<file path="src/rtl/controle_pkg.sv">
// Shared decode types and constants for the EX/MEM sequencer.
package controle_pkg;

  localparam int ULA_OP_W = 8;
  localparam int CLASSE_W = 4;

  localparam logic [CLASSE_W-1:0] CLS_ALU_RR = 4'd0;
  localparam logic [CLASSE_W-1:0] CLS_ALU_RI = 4'd1;
  localparam logic [CLASSE_W-1:0] CLS_LOAD   = 4'd2;
  localparam logic [CLASSE_W-1:0] CLS_STORE  = 4'd3;
  localparam logic [CLASSE_W-1:0] CLS_NOP    = 4'd4;

  localparam logic [ULA_OP_W-1:0] ULA_PASS_A = 8'h00;

  typedef enum logic [1:0] {IDLE, EXEC, WB, LOADER} estado_t;

  typedef struct packed {
    logic [ULA_OP_W-1:0] ula_op;
    logic                mux;
    logic                md_we;
    logic                rb_we;
    logic                rb_sel;
    logic                ilegal;
  } decod_t;

  // NOP and every illegal class go straight to writeback without an EXEC cycle.
  function automatic logic pula_exec(input logic [CLASSE_W-1:0] cls);
    return cls >= CLS_NOP;
  endfunction

endpackage

</file>
<file path="src/rtl/decodificador_instr.sv">
// Combinational decode of a 16-bit instruction word into datapath controls.
module decodificador_instr
  import controle_pkg::*;
#(
  parameter int INSTR_W = 16,
  parameter int CLS_W   = CLASSE_W
) (
  input  logic [INSTR_W-1:0] instr_i,
  output decod_t             decod_o
);

  logic [CLS_W-1:0] cls;
  logic             unused_bits;

  assign cls         = instr_i[INSTR_W-1 -: CLS_W];
  assign unused_bits = ^instr_i[3:0];

  always_comb begin
    decod_o = '0;
    case (cls)
      CLS_ALU_RR: begin
        decod_o.ula_op = instr_i[11:4];
        decod_o.rb_we  = 1'b1;
      end
      CLS_ALU_RI: begin
        decod_o.ula_op = instr_i[11:4];
        decod_o.mux    = 1'b1;
        decod_o.rb_we  = 1'b1;
      end
      CLS_LOAD: begin
        decod_o.ula_op = ULA_PASS_A;
        decod_o.rb_we  = 1'b1;
        decod_o.rb_sel = 1'b1;
      end
      CLS_STORE: begin
        decod_o.ula_op = ULA_PASS_A;
        decod_o.md_we  = 1'b1;
      end
      CLS_NOP: decod_o = '0;
      default: decod_o.ilegal = 1'b1;
    endcase
  end

endmodule

</file>
<file path="src/rtl/controle_ex_men.sv">
// EX/MEM sequencer: IDLE -> EXEC -> WB per instruction, one outstanding at a time.
// Optional data-memory loader arbitration when CONTROLE_LOADER_EN is defined.
module controle_ex_men
  import controle_pkg::*;
#(
  parameter int INSTR_W = 16,
  parameter int OP_W    = ULA_OP_W,
  parameter int CLS_W   = CLASSE_W
) (
  input  logic               clock,
  input  logic               reset_n,
  input  logic               instr_valid,
  output logic               instr_ready,
  input  logic [INSTR_W-1:0] instrucao,
  output logic [OP_W-1:0]    ula_op,
  output logic               controle_mux_ula,
  output logic               md_hab_escrita,
  output logic               rb_hab_escrita,
  output logic               rb_sel_mem,
  output logic               done,
`ifdef CONTROLE_LOADER_EN
  input  logic               ld_req,
  input  logic               ld_we,
  output logic               ld_gnt,
  output logic               md_sel_loader,
`endif
  output logic               erro,
  output logic               busy
);

  estado_t            estado_q, estado_d;
  logic [INSTR_W-1:0] instr_q, instr_d;
  logic               erro_q, erro_d;
  logic               ld_pede;
  decod_t             dec;

  decodificador_instr #(.INSTR_W(INSTR_W), .CLS_W(CLS_W)) u_decod (
    .instr_i (instr_q),
    .decod_o (dec)
  );

`ifdef CONTROLE_LOADER_EN
  assign ld_pede       = ld_req;
  assign ld_gnt        = (estado_q == LOADER);
  assign md_sel_loader = (estado_q == LOADER);
`else
  assign ld_pede = 1'b0;
`endif

  always_comb begin
    estado_d = estado_q;
    instr_d  = instr_q;
    erro_d   = erro_q;
    case (estado_q)
      IDLE: begin
        // The loader has priority over a simultaneous instruction offer.
        if (ld_pede) begin
          estado_d = LOADER;
        end else if (instr_valid) begin
          instr_d  = instrucao;
          estado_d = pula_exec(instrucao[INSTR_W-1 -: CLS_W]) ? WB : EXEC;
        end
      end
      EXEC: estado_d = WB;
      WB: begin
        if (dec.ilegal) erro_d = 1'b1;
        estado_d = IDLE;
      end
      LOADER: if (!ld_pede) estado_d = IDLE;
      default: estado_d = IDLE;
    endcase
  end

  always_ff @(posedge clock or negedge reset_n) begin
    if (!reset_n) begin
      estado_q <= IDLE;
      instr_q  <= '0;
      erro_q   <= 1'b0;
    end else begin
      estado_q <= estado_d;
      instr_q  <= instr_d;
      erro_q   <= erro_d;
    end
  end

  // Outputs decode the current state only, so reset drops them without a clock.
  always_comb begin
    instr_ready      = 1'b0;
    ula_op           = '0;
    controle_mux_ula = 1'b0;
    md_hab_escrita   = 1'b0;
    rb_hab_escrita   = 1'b0;
    rb_sel_mem       = 1'b0;
    done             = 1'b0;
    case (estado_q)
      IDLE: instr_ready = !ld_pede;
      EXEC: begin
        ula_op           = OP_W'(dec.ula_op);
        controle_mux_ula = dec.mux;
        md_hab_escrita   = dec.md_we;
      end
      WB: begin
        ula_op           = OP_W'(dec.ula_op);
        controle_mux_ula = dec.mux;
        rb_hab_escrita   = dec.rb_we;
        rb_sel_mem       = dec.rb_sel;
        done             = 1'b1;
      end
      LOADER: begin
`ifdef CONTROLE_LOADER_EN
        md_hab_escrita = ld_we;
`endif
      end
      default: instr_ready = 1'b0;
    endcase
  end

  assign erro = erro_q;
  assign busy = (estado_q != IDLE);

endmodule

</file>
<file path="config.mk">
export PLATFORM = sky130hd
export DESIGN_NAME = controle_ex_men
export DESIGN_NICKNAME = d
export VERILOG_FILES = /design/src/rtl/controle_pkg.sv /design/src/rtl/decodificador_instr.sv /design/src/rtl/controle_ex_men.sv
export SDC_FILE = /design/constraint.sdc
export NUM_CORES = 1
export LEC_CHECK = 0
export ABC_AREA = 0
export CAP_MARGIN = 40
export CORE_MARGIN = 2
export CORE_UTILIZATION = 40
export CTS_BUF_LIST = sky130_fd_sc_hd__clkbuf_16
export DETAILED_ROUTE_END_ITERATION = 8
export PLACE_DENSITY = 0.84
export SLEW_MARGIN = 15
export SYNTH_ARGS = -nofsm -noshare
export SYNTH_HDL_FRONTEND = slang
export SYNTH_SLANG_ARGS = --single-unit
</file>
<file path="constraint.sdc">
create_clock -name clock -period 1.46 [get_ports clock]
set_input_delay 0.219 -clock clock [delete_from_list [all_inputs] [get_ports clock]]
set_output_delay 0.219 -clock clock [all_outputs]
set_load 0.05 [all_outputs]
</file>
==> impl_results.md <==
- Core Util, Final: 0.849
- Crit start category: flip-flop
- Die area: 0.00232 mm2
- Number of cells on the worst reg-to-reg path: 5
- FF-to-FF End: instr_q[12]$_DFFE_PN0P_
- Syn Nets: 81
- Fill count: 89
- Lkg Pwr: 0.678 nW
- Post-Synth XOR/XNOR Area: 0
- Clock transition at path regs: 0.05 ns
- Sequential area share after synthesis: 0.480
- Nets: 125
- Total GRT Usage: 0.212
- Area leader, netlist: dfrtp_1
- FMAX: 554 MHz
- Count of cell types in the netlist: 20
- Crit end category: output port
- Multi-input gate area: 453 um2
- Failing checks: setup timing
- Maximum vdd ir drop: 0.00138 V
- Final Cycle Share: 1.24
- Worst-skew pair later-pin latency: 0.24 ns
- Worst slew pin tran: 0.318 ns
- P&R area growth vs syn: 93.6%
- Syn_area_per_cell: 13.3 um2
- Placed Instances: 121
- CTS buffer count: 3
- Worst setup path start: estado_q[1]$_DFFE_PN0P_
- Final Setup Violations: 12
- Initial core utilization: 0.439
- Hold crit path type: primary input to async pin
- Ant diodes: 0
- Arr. time, crit path: 1.59 ns
- CP required: 1.24 ns
- Slew HR: 0.788
- FP Rows: 15
- WL/cell: 15.0 um
- Initial DRC count: 4
- CTS tree: built
- Pin count of the biggest net entering global routing: 16
- Compound-Gate Fraction of Synth Area: 0.0400
- Routed vias: 615
- Mux contribution to synthesized area: 0.221
- Io pins: 35
- RSZ-0062 raised after global routing: yes
- Core Footprint: 0.00178 mm2
- Post-synthesis adder-cell area fraction: 0.0480
- Layout cells sized above 1: 0.608
- FF-to-FF setup slack: 0.13 ns
- Combinational family with the most area after synthesis: multiplexers
- DRC viols: 0
- Setup ws final: -0.345 ns
- Register area: 375 um2
- Status: complete, but fails checks
- Power per cell area: 2000 mW/mm2
- CTS root buffer: clkbuf_16
- Total grt overflow: 0
- Die Wd: 48.2 um
- Final wirelength: 1910 um
- Number of global-route vias before repair: 733
- Most common cell after layout, fill and taps aside: buf_12
- Cell count after synthesis: 59
- Post-detail-place hpwl: 1330 um
- Max-slew violations: 0
- Clock Sinks: 15
- Non-Filler Instances: 127
- Crit-path max FO: 9
- Post-Syn Area: 782 um2
- Fin. Hold Viols: 0
- Vias per inst: 4.84
- Fin Clk Skew: 0.00210 ns
- Yosys warning count: 0
- RR Startpoint: estado_q[1]$_DFFE_PN0P_
- RD Place Congestion: 0.802
- CTS Buffer Depth: 2
- Initial antenna violation count: 0
- H-tree depth: 1
- Port buffer count: 30
- Top cells by area, synth: dfrtp_1 48%, mux2_4 19%, and2_1 7.2%
- Commonest cells after routing, fill and taps aside: 17 x buf_12, 15 x dfrtp_1, 14 x clkdlybuf4s50_1
- Final ANT Viol Nets: 0
- Synthesized flop and latch total: 15
- MaxCap Viol Count: 0
- Die Y: 48.2 um
- Area share of the largest cell type after synthesis: 0.480
- Shortest period the worst path allows: 1.81 ns
- First-pass GRT wire length: 3270 um
- WS Path Type: flip-flop to output port
- DR pass1 iterations: 4
- Simple-gate share of the synthesized area: 0.182
[layout make-up]
cell class | count | area share
repair buffers | 40 | 0.372
inverters | 3 | 0.00744
clock buffers | 3 | 0.0496
clock inverters | 1 | 0.00331
flip-flops and latches | 15 | 0.248
well taps | 25 | 0.0207
multi-input cells | 40 | 0.299
[power breakdown]
group	internal [mW]	total (mW)	switching [mW]	leakage, nW
combinational	0.964	1.72	0.756	0.462
clock	0.365	0.526	0.161	0.0409
sequential	0.611	0.789	0.178	0.175
[cell families (layout without fill, tap and decap cells)]
family,count (synthesis),count (layout)
buffers and inverters,4,47
flip-flops,15,15
AO/OA/AOI/OAI,5,5
AND/OR/NAND/NOR,20,20
adder cells (fa/ha/maj),3,3
multiplexers,12,12
[per-stage QoR]
stage	power [mW]	area [um2]	hold slack (ns)	setup TNS [ns]	setup slack (ns)
after detailed placement	2.39	1370	0.498	-0.722	-0.0879
after CTS	3.06	1520	0.300	-3.49	-0.352
final	3.04	1510	0.296	-3.31	-0.345
after floorplan	1.68	821	-0.0766	-0.570	-0.0607
after global placement	2.34	1370	0.492	-0.538	-0.0612
after global routing	3.18	1510	0.333	-3.95	-0.408
[worst max-delay path by stage]
| stage | to | slack (ns) | depth (start not counted) |
|---|---|---|---|
| floorplan | controle_mux_ula | -0.06 | 4 |
| global placement | controle_mux_ula | -0.06 | 6 |
| detailed placement | ula_op[4] | -0.09 | 6 |
| CTS | controle_mux_ula | -0.35 | 6 |
| global route | ula_op[6] | -0.41 | 6 |
| finish | controle_mux_ula | -0.35 | 6 |
[worst max-delay path: stages (launching register included)]
cell,delay [ns]
dfrtp_1,0.37
inv_2,0.07
ha_4,0.26
nor4b_4,0.20
buf_6,0.17
and2_4,0.15
buf_12,0.13
[sequential cells by signal, summed over array words and instances, names as in the netlist]
register and flops:
estado_q 2, erro 1, instr_q 12
[per-layer routing]
layer / vias up / GRT usage / routed length, um
met5: - / 0 / 0
met4: 0 / 0.0973 / 34
met3: 4 / 0.0593 / 116
met2: 26 / 0.358 / 1000
met1: 297 / 0.247 / 752
li1: 288 / - / -
[what timing repair did]
item                                    CTS  global route
pin swaps                                 3             2
hold buffers                              0             0
resized for setup                         9             3
setup buffers                             4             1
endpoints found under the setup margin   12            13
[synthesized netlist by cell type, drive strengths merged]
| master | n |
|---|---|
| dfrtp | 15 |
| buf | 1 |
| and4 | 1 |
| nor3b | 1 |
| and4b | 1 |
| ha | 3 |
| nor2b | 1 |
| o21a | 1 |
| a21oi | 1 |
| nand2 | 2 |
| nor2 | 3 |
| nor4b | 1 |
| inv | 3 |
| and3 | 1 |
| and2 | 9 |
| o21ai | 2 |
| o2bb2ai | 1 |
| mux2 | 12 |
(Power assumes the default switching activity.)
